File: src/rtl/vga_timing_gen.sv
// vga_timing_gen: free-running VGA h/v counters with one-cycle event strobes.
// Optional TIMING_FRAME_CNT_EN adds a 16-bit completed-frame counter (frameCount).
//
// Ports:
//   clk, rst (sync, active high), ce (pixel clock enable)
//   hcount/vcount       : current pixel coordinates
//   hBeginPulse/hEndPulse, vBeginPulse/vEndPulse : sync edge strobes (next cycle)
//   hCountEnd, hVisEnd, vEndActive               : ce-qualified strobes
//   vCountZero, vVisEnd, vCountEnd               : ungated level decodes
//   frameCount                                   : frames done (feature only)
module vga_timing_gen #(
    parameter int H_VISIBLE = 640,
    parameter int H_FRONT   = 16,
    parameter int H_SYNC    = 96,
    parameter int H_BACK    = 48,
    parameter int V_VISIBLE = 480,
    parameter int V_FRONT   = 10,
    parameter int V_SYNC    = 2,
    parameter int V_BACK    = 33,
    parameter int CW        = 10
) (
    input  logic          clk,
    input  logic          rst,
    input  logic          ce,
    output logic [CW-1:0] hcount,
    output logic [CW-1:0] vcount,
    output logic          hBeginPulse,
    output logic          hEndPulse,
    output logic          vBeginPulse,
    output logic          vEndPulse,
    output logic          hCountEnd,
    output logic          hVisEnd,
    output logic          vCountZero,
    output logic          vVisEnd,
    output logic          vCountEnd,
    output logic          vEndActive
`ifdef TIMING_FRAME_CNT_EN
    ,
    output logic [15:0]   frameCount
`endif
);

    localparam int H_TOTAL  = H_VISIBLE + H_FRONT + H_SYNC + H_BACK;
    localparam int HS_START = H_VISIBLE + H_FRONT - 1;
    localparam int HS_END   = HS_START + H_SYNC;
    localparam int V_TOTAL  = V_VISIBLE + V_FRONT + V_SYNC + V_BACK;
    localparam int VS_START = V_VISIBLE + V_FRONT - 1;
    localparam int VS_END   = VS_START + V_SYNC;

    localparam logic [CW-1:0] H_LAST   = CW'(H_TOTAL - 1);
    localparam logic [CW-1:0] H_VLAST  = CW'(H_VISIBLE - 1);
    localparam logic [CW-1:0] H_SSTART = CW'(HS_START);
    localparam logic [CW-1:0] H_SEND   = CW'(HS_END);
    localparam logic [CW-1:0] V_LAST   = CW'(V_TOTAL - 1);
    localparam logic [CW-1:0] V_VLAST  = CW'(V_VISIBLE - 1);
    localparam logic [CW-1:0] V_VIS    = CW'(V_VISIBLE);
    localparam logic [CW-1:0] V_SSTART = CW'(VS_START);
    localparam logic [CW-1:0] V_SEND   = CW'(VS_END);

    logic [CW-1:0] hcount_q, hcount_d;
    logic [CW-1:0] vcount_q, vcount_d;
    logic          h_at_last;
    logic          h_at_sstart;

    always_comb begin
        h_at_last   = (hcount_q == H_LAST);
        h_at_sstart = (hcount_q == H_SSTART);

        hcount_d = hcount_q;
        vcount_d = vcount_q;
        if (ce) begin
            hcount_d = h_at_last ? '0 : hcount_q + CW'(1);
            // Vertical steps mid-line at sync start, so the new line
            // number is already valid by the end of the current line.
            if (h_at_sstart) begin
                vcount_d = (vcount_q == V_LAST) ? '0 : vcount_q + CW'(1);
            end
        end
    end

    always_ff @(posedge clk) begin
        if (rst) begin
            hcount_q <= '0;
            vcount_q <= '0;
        end else begin
            hcount_q <= hcount_d;
            vcount_q <= vcount_d;
        end
    end

    assign hcount = hcount_q;
    assign vcount = vcount_q;

    assign hVisEnd     = ce & (hcount_q == H_VLAST);
    assign hBeginPulse = ce & h_at_sstart;
    assign hEndPulse   = ce & (hcount_q == H_SEND);
    assign hCountEnd   = ce & h_at_last;
    assign vBeginPulse = ce & h_at_sstart & (vcount_q == V_SSTART);
    assign vEndPulse   = ce & h_at_sstart & (vcount_q == V_SEND);
    assign vEndActive  = ce & (hcount_q == H_VLAST) & (vcount_q == V_VLAST);

    assign vCountZero = (vcount_q == '0);
    assign vVisEnd    = (vcount_q == V_VIS);
    assign vCountEnd  = (vcount_q == V_LAST);

`ifdef TIMING_FRAME_CNT_EN
    logic [15:0] frame_count_q, frame_count_d;

    always_comb begin
        frame_count_d = frame_count_q;
        if (ce & h_at_last & vCountEnd) begin
            frame_count_d = frame_count_q + 16'd1;
        end
    end

    always_ff @(posedge clk) begin
        if (rst) begin
            frame_count_q <= '0;
        end else begin
            frame_count_q <= frame_count_d;
        end
    end

    assign frameCount = frame_count_q;
`endif

endmodule

File: config.mk
export PLATFORM = sky130hd
export DESIGN_NAME = vga_timing_gen
export DESIGN_NICKNAME = d
export VERILOG_FILES = /design/src/rtl/vga_timing_gen.sv
export SDC_FILE = /design/constraint.sdc
export NUM_CORES = 1
export LEC_CHECK = 0
export CORE_AREA = 2 2 53 55
export CTS_CLUSTER_DIAMETER = 60
export CTS_CLUSTER_SIZE = 30
export DETAILED_ROUTE_END_ITERATION = 6
export DIE_AREA = 0 0 55 57
export PLACE_DENSITY_LB_ADDON = 0.25
export RECOVER_POWER = 25
export SLEW_MARGIN = 20
export SYNTH_ARGS = -nofsm -noshare
export SYNTH_HDL_FRONTEND = slang
export SYNTH_SLANG_ARGS = --single-unit
File: constraint.sdc
create_clock -name clk -period 2.2 [get_ports clk]
set_input_delay 0.55 -clock clk [delete_from_list [all_inputs] [get_ports clk]]
set_output_delay 0.55 -clock clk [all_outputs]
set_load 0.02 [all_outputs]
==> metrics.yaml, run 1 <==
synthesis:
  syn_nets: 132
  ys_top_cells_by_area: "dfxtp_1, nor2_1, nand4_1"
  ys.warnings.count: 0
  synth_top_area_cell: "dfxtp_1"
  synthTopCellsByCount: "dfxtp_1, nor2_1, nand4_1"
  ys_seq_elements: 20
  synthCells: 125
  seq_area_frac_synth_pct: 35.9
  synthFlopType: "dfxtp_1"
  async_reset_ff_share_pct: 0
  synthDominantCellAreaShare_pct: 35.9
  synth_area_um2: 1110
  post_synth.cell_area_avg_um2: 8.92
  synth_edf_count: 0
  yosysUniqueCellTypes: 36
  yosysMostFrequentCell: "dfxtp_1"
worst_setup_path:
  crit_path_cell_trace: "or4_4, nor3_2, buf_4"
  crit_type: "reg2out"
  worst-path-max-fanout: 4
  critPathLaunchType: "register"
  cp_top_family: "simple AND/OR/NAND/NOR gates"
  critPathMaxStageDelay_ps: 540
  arrival_ps: 1600
  crit_path_end_kind: "primary output"
  cp_slowest_cell: "or4_4"
  crit_buf_inv: 1
  required_ps: 1650
route:
  drtIter0Drc: 12
  wirelength_um: 3120
  dr.pass1.iters: 5
  vias: 1201
  wl_per_cell_um: 13.4
  ant_nets: 0
  drc_errors: 0
  vias_per_cell: 5.18
placement:
  dp_slack_ps: -751
  gp_congestion: 0.807
  placed_cells: 225
  dp_hpwl_um: 2370
  io_buffers: 32
grt:
  antenna_found_initial: 0
  grt_usage_pct: 21.5
  grt_max_degree: 13
  grt_pass1_vias: 1181
  gr-total-overflow: 0
  grt_pass1_wl_um: 4990
clock_tree:
  numCtsBuffers: 3
  cts_tree: "done"
  clk_pin_slew_ps: 120
  clkLatencyLatePin_ps: 300
  cts.sinks: 20
  clockBufferDepth: 2
  hold_buffers: 0
  cts.htree.levels: 1
  clockRootBuffer: "clkbuf_4"
sta:
  finalHoldViolations: 0
  fin_setup_tns_ps: 0
  period_minus_slack_ps: 2150
  setup_violations: 0
  slew_violations: 0
  skew_ps: 11.0
  worst_slew_pin_slew_ps: 258
  maxSlewHeadroom_pct: 82.6
  max_freq_mhz: 465
  finalCritPeriodShare_pct: 97.8
  fin_ws_ps: 47.4
  grt_setup_unrepaired: "yes"
job:
  drv_cap: 0
floorplanning:
  initial_core_util_pct: 42.6
  dieWidth_um: 55
  coreArea_um2: 2620
  die-area_um2: 3140
  die_h_um: 57
  boundaryPins: 33
  placementRows: 19
power:
  total_power_mw: 0.721
  p_leak_nw: 0.775
  p_per_area_nw_per_um2: 383
  ir_drop_uv: 357
run_status:
  status: "complete, no violations"
finish:
  final_net_count: 209
  synthToLayoutAreaGrowth_pct: 68.7
  layout.cells.non_filler: 232
  drive_above_1_share_pct: 44.8
  antenna_cells: 0
min_path:
  hp-class: "reg2reg"
-- worst reg2reg max path, cell delays in order (launching register included) --
cell and delay (ps):
dfxtp_2 350, buf_4 130, and4bb_4 340, nand3_4 100, buf_4 170, or4_4 510, a21oi_2 130
-- layer usage --
metal	vias up	track usage, %	wire [µm]
met5	-	0	0
met4	0	7.32	58
met3	6	2.62	109
met2	27	38.9	1650
met1	569	25.2	1290
li1	599	-	-
-- state kept, by name (all words and copies together) (netlist names) --
register  flops
vcount       10
hcount       10
-- path summary, 6_finish.rpt --
kind             start         to  slack (ps)  cells after the start
max          vcount[6]  vCountEnd          50                      3
min          hcount[9]  hcount[9]         590                      2
max reg2reg  hcount[4]  vcount[8]         430                      6
min reg2reg  hcount[9]  hcount[9]         590                      2
-- where the power goes --
| group | switching [mW] | internal (mW) | total, mW |
|---|---|---|---|
| clock | 0.118 | 0.184 | 0.302 |
| sequential | 0.00397 | 0.367 | 0.371 |
| combinational | 0.0246 | 0.0236 | 0.0482 |
| total | 0.146 | 0.574 | 0.721 |
-- layout by cell type (no fill, tap or decap), drive strengths merged, types with 2 or more instances in the layout --
cell / synthesis / routed
inv: 5 / 5
or3: 2 / 2
and4: 2 / 2
dfxtp: 20 / 20
a21oi: 5 / 5
or4: 3 / 3
and4bb: 2 / 2
clkbuf: 1 / 4
o21ai: 2 / 2
ha: 4 / 4
clkdlybuf4s15: 0 / 2
nand2: 9 / 9
buf: 2 / 51
nand3: 4 / 4
xor2: 7 / 7
o31ai: 2 / 2
nand4: 10 / 10
xnor2: 7 / 7
nor2: 19 / 19
clkdlybuf4s50: 0 / 21
nor3: 6 / 6
and3: 4 / 4
-- repair_timing --
| action | CTS | global route |
|---|---|---|
| setup buffers | 0 | 3 |
| hold endpoints to repair | 0 | 0 |
| pin swaps | 1 | 6 |
| resized for setup | 51 | 19 |
| setup endpoints to repair | 10 | 10 |
-- cell families (layout without fill, tap and decap cells) --
group | Yosys count | after routing | synth area share (%)
flops | 20 | 20 | 35.9
simple gates | 67 | 67 | 37.0
xor+xnor | 14 | 14 | 11.0
fa+ha+maj | 4 | 4 | 4.49
buf+inv | 8 | 84 | 4.26
mux | 1 | 1 | 0.898
compound gates | 11 | 11 | 6.40
-- layout make-up --
type	count	area [µm²]
clock inverter	1	30.0
inverter	5	18.8
timing repair buffer	75	623
tap	31	38.8
fill	214	734
clock buffer	3	22.5
multi-input combinational	97	737
sequential	20	410
-- stage by stage --
stage | hold WS [ps] | util (%) | instance area [µm²]
finish | 590 | 71.9 | 1880
global route | 650 | 71.9 | 1880
global placement | 562 | 67.6 | 1770
floorplan | 560 | - | 1140
CTS | 599 | 69.7 | 1820
detailed placement | 579 | 67.6 | 1770
Note: power is estimated with default switching activity, not from simulation.
==> run 2: changes to the inputs <==
--- a/config.mk
+++ b/config.mk
@@ -5,11 +5,12 @@
 export SDC_FILE = /design/constraint.sdc
 export NUM_CORES = 1
 export LEC_CHECK = 0
-export CORE_AREA = 2 2 53 55
+export CORE_AREA = 2 2 47 49
 export CTS_CLUSTER_DIAMETER = 60
 export CTS_CLUSTER_SIZE = 30
 export DETAILED_ROUTE_END_ITERATION = 6
-export DIE_AREA = 0 0 55 57
+export DIE_AREA = 0 0 49 51
+export DONT_BUFFER_PORTS = 1
 export PLACE_DENSITY_LB_ADDON = 0.25
 export RECOVER_POWER = 25
 export SLEW_MARGIN = 20
==> run 2 against run 1 <==
Net effect: cell count fell by 21%; fmax is 0.13% lower; hold slack worse by 280 ps; clock power decreased by 45%; largest cell class unchanged; highest routed layer unchanged.
==> metrics.yaml, run 2 (synthesized netlist as in run 1, its figures left out) <==
run_status:
  status: "complete, no violations"
sta:
  finalHoldViolations: 0
  grt_setup_unrepaired: "yes"
  setup_violations: 0
  fin_ws_ps: 44.6
  finalCritPeriodShare_pct: 98.0
  fin_setup_tns_ps: 0
  slew_violations: 0
  max_freq_mhz: 464
  period_minus_slack_ps: 2160
  fin_hold_ws_ps: 310
  worst_slew_pin_slew_ps: 572
  skew_ps: 4.19
  maxSlewHeadroom_pct: 61.9
route:
  drtIter0Drc: 15
  vias_per_cell: 5.61
  dr.pass1.iters: 4
  wl_per_cell_um: 14.5
  ant_nets: 0
  drc_errors: 0
  wirelength_um: 2670
  vias: 1032
floorplanning:
  coreArea_um2: 2060
  die_h_um: 51
  die-area_um2: 2500
  dieWidth_um: 49
  boundaryPins: 33
  initial_core_util_pct: 54.0
  placementRows: 17
placement:
  placed_cells: 175
  dp_hpwl_um: 2010
  io_buffers: 0
  place_area_um2: 1330
  gp_congestion: 0.784
  dp_slack_ps: 170
power:
  pwr-share-clk_pct: 29.7
  p_seq_share_pct: 65.3
  p_leak_nw: 0.570
  ir_drop_uv: 383
  p_per_area_nw_per_um2: 393
  switching_share_pct: 22.2
  p_int_mw: 0.439
  power_switching_mw: 0.125
  power_frac_comb_pct: 5.0
finish:
  final_net_count: 165
  synthToLayoutAreaGrowth_pct: 28.7
  antenna_cells: 0
  final_cell_mix: "buf_4, nor2_1, dfxtp_1"
  drive_above_1_share_pct: 35.3
  layout.cells.non_filler: 184
  fill_cells: 177
  final_common_cell: "buf_4"
  postLayoutCellArea_um2: 1440
clock_tree:
  cts_tree: "done"
  clkLatencyLatePin_ps: 290
  clockRootBuffer: "clkbuf_4"
  hold_buffers: 0
  numCtsBuffers: 3
  clockBufferDepth: 2
  cts.sinks: 20
  cts.htree.levels: 1
  clk_pin_slew_ps: 110
job:
  drv_cap: 0
grt:
  grt_pass1_wl_um: 4240
  antenna_found_initial: 0
  top_usage_layer: "met2"
  grt_pass1_vias: 979
  met1_usage_pct: 24.2
  grt_usage_pct: 21.9
  grt_max_degree: 11
  gr-usage-met3_pct: 7.02
  gr-total-overflow: 0
  met2_usage_pct: 40.0
worst_setup_path:
  worst-path-max-fanout: 4
  critPathLaunchType: "register"
  required_ps: 1650
  crit_type: "reg2out"
  arrival_ps: 1610
  crit_path_end_kind: "primary output"
min_path:
  hp-class: "in2reg"
[run 2: metrics by stage]
stage / util [%] / power, mW
3_3_place_gp: 64.5 / 0.407
5_1_grt: 69.6 / 0.591
2_1_floorplan: - / 0.402
6_report: 69.6 / 0.564
4_1_cts: 66.2 / 0.572
3_5_place_dp: 64.5 / 0.408
[run 2: worst paths after layout]
path | startpoint | depth (start not counted) | endpoint | slack (ps)
max | hcount[3] | 4 | vEndActive | 40
min | rst | 1 | vcount[1] | 310
max reg2reg | hcount[4] | 6 | vcount[6] | 360
min reg2reg | hcount[6] | 2 | hcount[6] | 610
[run 2: timing repair]
action,4_1_cts,5_1_grt
pin swaps,0,8
buffers inserted,0,6
endpoints found under the setup margin,6,6
gates resized for setup,7,11
[run 2: area by class of cell]
type	instances	area [µm²]	share of cell area, %
Clock buffer	3	22.5	1.57
Multi-Input combinational cell	97	729	50.8
Inverter	5	18.8	1.31
Tap cell	28	35.0	2.44
Sequential cell	20	404	28.2
Timing Repair Buffer	31	225	15.7
[run 2: critical path: stages (launching register included)]
cell and delay, ps:
dfxtp_1 400, and4_1 250, and4b_1 250, nor3b_4 210, and2_4 210
[run 2: power groups by stage]
| stage | sequential [mW] | clock, mW | combinational, mW |
|---|---|---|---|
| final | 0.368 | 0.167 | 0.0282 |
| after global routing | 0.369 | 0.189 | 0.0329 |
| after CTS | 0.368 | 0.171 | 0.0319 |
| after detailed placement | 0.377 | 0 | 0.0314 |
| after global placement | 0.376 | 0 | 0.0305 |
| after floorplan | 0.384 | 0 | 0.0186 |
[run 2: per-layer routing]
layer | vias up | share of wire, % | wire length [µm]
li1 | 511 | - | -
met1 | 490 | 42 | 1110
met2 | 29 | 52 | 1400
met3 | 2 | 5.5 | 146
met4 | 0 | 0.45 | 12
met5 | - | 0 | 0
==> run 3: changes to the inputs <==
--- a/config.mk
+++ b/config.mk
@@ -11,9 +11,9 @@
 export DETAILED_ROUTE_END_ITERATION = 6
 export DIE_AREA = 0 0 49 51
 export DONT_BUFFER_PORTS = 1
+export GPL_TIMING_DRIVEN = 0
 export PLACE_DENSITY_LB_ADDON = 0.25
 export RECOVER_POWER = 25
-export SLEW_MARGIN = 20
 export SYNTH_ARGS = -nofsm -noshare
 export SYNTH_HDL_FRONTEND = slang
 export SYNTH_SLANG_ARGS = --single-unit
==> run 3 against run 2 <==
Net effect: the run now ends with negative setup slack left; clock power up 25%; via count decreased by 2.7%; die area is the same; worst setup slack worse by 170 ps; cell count fell by 7.1%; first-iteration DRC count is 33% higher; clock skew is 0.86 ps higher; largest cell class unchanged.
==> metrics.yaml, run 3 (synthesized netlist as in run 1, its figures left out) <==
run_status:
  status: "finished with violations"
  violations: "negative setup slack"
finish:
  layout.cells.non_filler: 171
  multi_input_area_um2: 773
  seq_area_um2: 450
  utilization_pct: 70.6
  final_common_cell: "nor2_1"
  fill_cells: 169
  drive_above_1_share_pct: 44.8
  postLayoutCellArea_um2: 1460
  antenna_cells: 0
  synthToLayoutAreaGrowth_pct: 30.6
  final_net_count: 151
  final_cell_mix: "nor2_1, buf_4, dfxtp_4"
sta:
  period_minus_slack_ps: 2320
  fin_hold_ws_ps: 304
  maxSlewHeadroom_pct: 68.9
  finalHoldViolations: 0
  skew_ps: 5.05
  slew_violations: 0
  fin_ws_ps: -122
  max_freq_mhz: 431
  worst_slew_pin_slew_ps: 466
  setup_violations: 1
  finalCritPeriodShare_pct: 106
  grt_setup_unrepaired: "yes"
worst_setup_path:
  required_ps: 1650
  worst-path-max-fanout: 5
  arrival_ps: 1770
  crit_type: "reg2out"
  critPathLaunchType: "register"
  crit_path_end_kind: "primary output"
floorplanning:
  placementRows: 17
  boundaryPins: 33
  coreArea_um2: 2060
  die-area_um2: 2500
  dieWidth_um: 49
  initial_core_util_pct: 54.0
  die_h_um: 51
route:
  wirelength_um: 2660
  vias: 1004
  drc_errors: 0
  ant_nets: 0
  dr.pass1.iters: 6
  wl_per_cell_um: 15.6
  drtIter0Drc: 20
  vias_per_cell: 5.87
clock_tree:
  clockBufferDepth: 2
  numCtsBuffers: 3
  clockRootBuffer: "clkbuf_4"
  cts.htree.levels: 1
  clkLatencyLatePin_ps: 290
  clk_pin_slew_ps: 110
  cts.sinks: 20
  cts_tree: "done"
  hold_buffers: 0
grt:
  grt_max_degree: 12
  grt_pass1_wl_um: 4260
  gr-total-overflow: 0
  antenna_found_initial: 0
  grt_usage_pct: 22.3
  grt_pass1_vias: 937
placement:
  io_buffers: 0
  dp_hpwl_um: 1700
  gp_congestion: 0.817
  placed_cells: 153
  place_area_um2: 1170
  dp_slack_ps: -145
job:
  drv_cap: 0
power:
  p_leak_nw: 0.529
  p_per_area_nw_per_um2: 412
  ir_drop_uv: 341
min_path:
  hp-class: "in2reg"
==> run 3: worst max-delay path, cell delays in order, from the launching register on <==
cell     delay, ps
dfxtp_4        420
and4_4         230
and4b_1        220
nor3b_4        350
and2_4         260
==> run 3: through the flow <==
| step | power (mW) | TNS [ps] |
|---|---|---|
| after floorplan | 0.402 | -26.0 |
| after global placement | 0.406 | -152 |
| after detailed placement | 0.407 | -198 |
| after CTS | 0.621 | -130 |
| after global routing | 0.639 | -309 |
| final | 0.600 | -122 |
==> run 3: final timing paths <==
path,slack (ps),depth (start not counted),start,to
hold / removal,300,1,rst,vcount[1]
setup reg to reg,200,8,hcount[0],vcount[8]
setup / recovery,-120,4,hcount[3],vEndActive
hold reg to reg,540,2,vcount[1],vcount[1]
==> run 3: metal layers <==
layer,wire (µm),vias to the layer above,track usage [%]
met4,29,0,9.05
met1,1070,481,24.1
li1,-,489,-
met3,132,4,6.43
met5,0,-,0
met2,1430,30,40.9
==> run 3: area by class of cell <==
type                       instances  share of cell area [%]
multi-input combinational         97                    53.1
sequential                        20                    30.9
timing repair buffer              14                    7.22
clock buffer                       4                    2.49
tap                               28                    2.41
buffer                             3                    2.23
inverter                           5                    1.63
==> run 3: repair_timing <==
| item | 4_1_cts | 5_1_grt |
|---|---|---|
| endpoints found under the setup margin | 10 | 6 |
| gates resized for setup | 43 | 9 |
| setup buffers | 8 | 6 |
| pin swaps | 10 | 9 |
==> run 3: power by group <==
| part | internal, mW | switching (mW) | total [mW] |
|---|---|---|---|
| logic | 0.0131 | 0.0117 | 0.0248 |
| clock network | 0.101 | 0.107 | 0.208 |
| registers | 0.355 | 0.0122 | 0.367 |
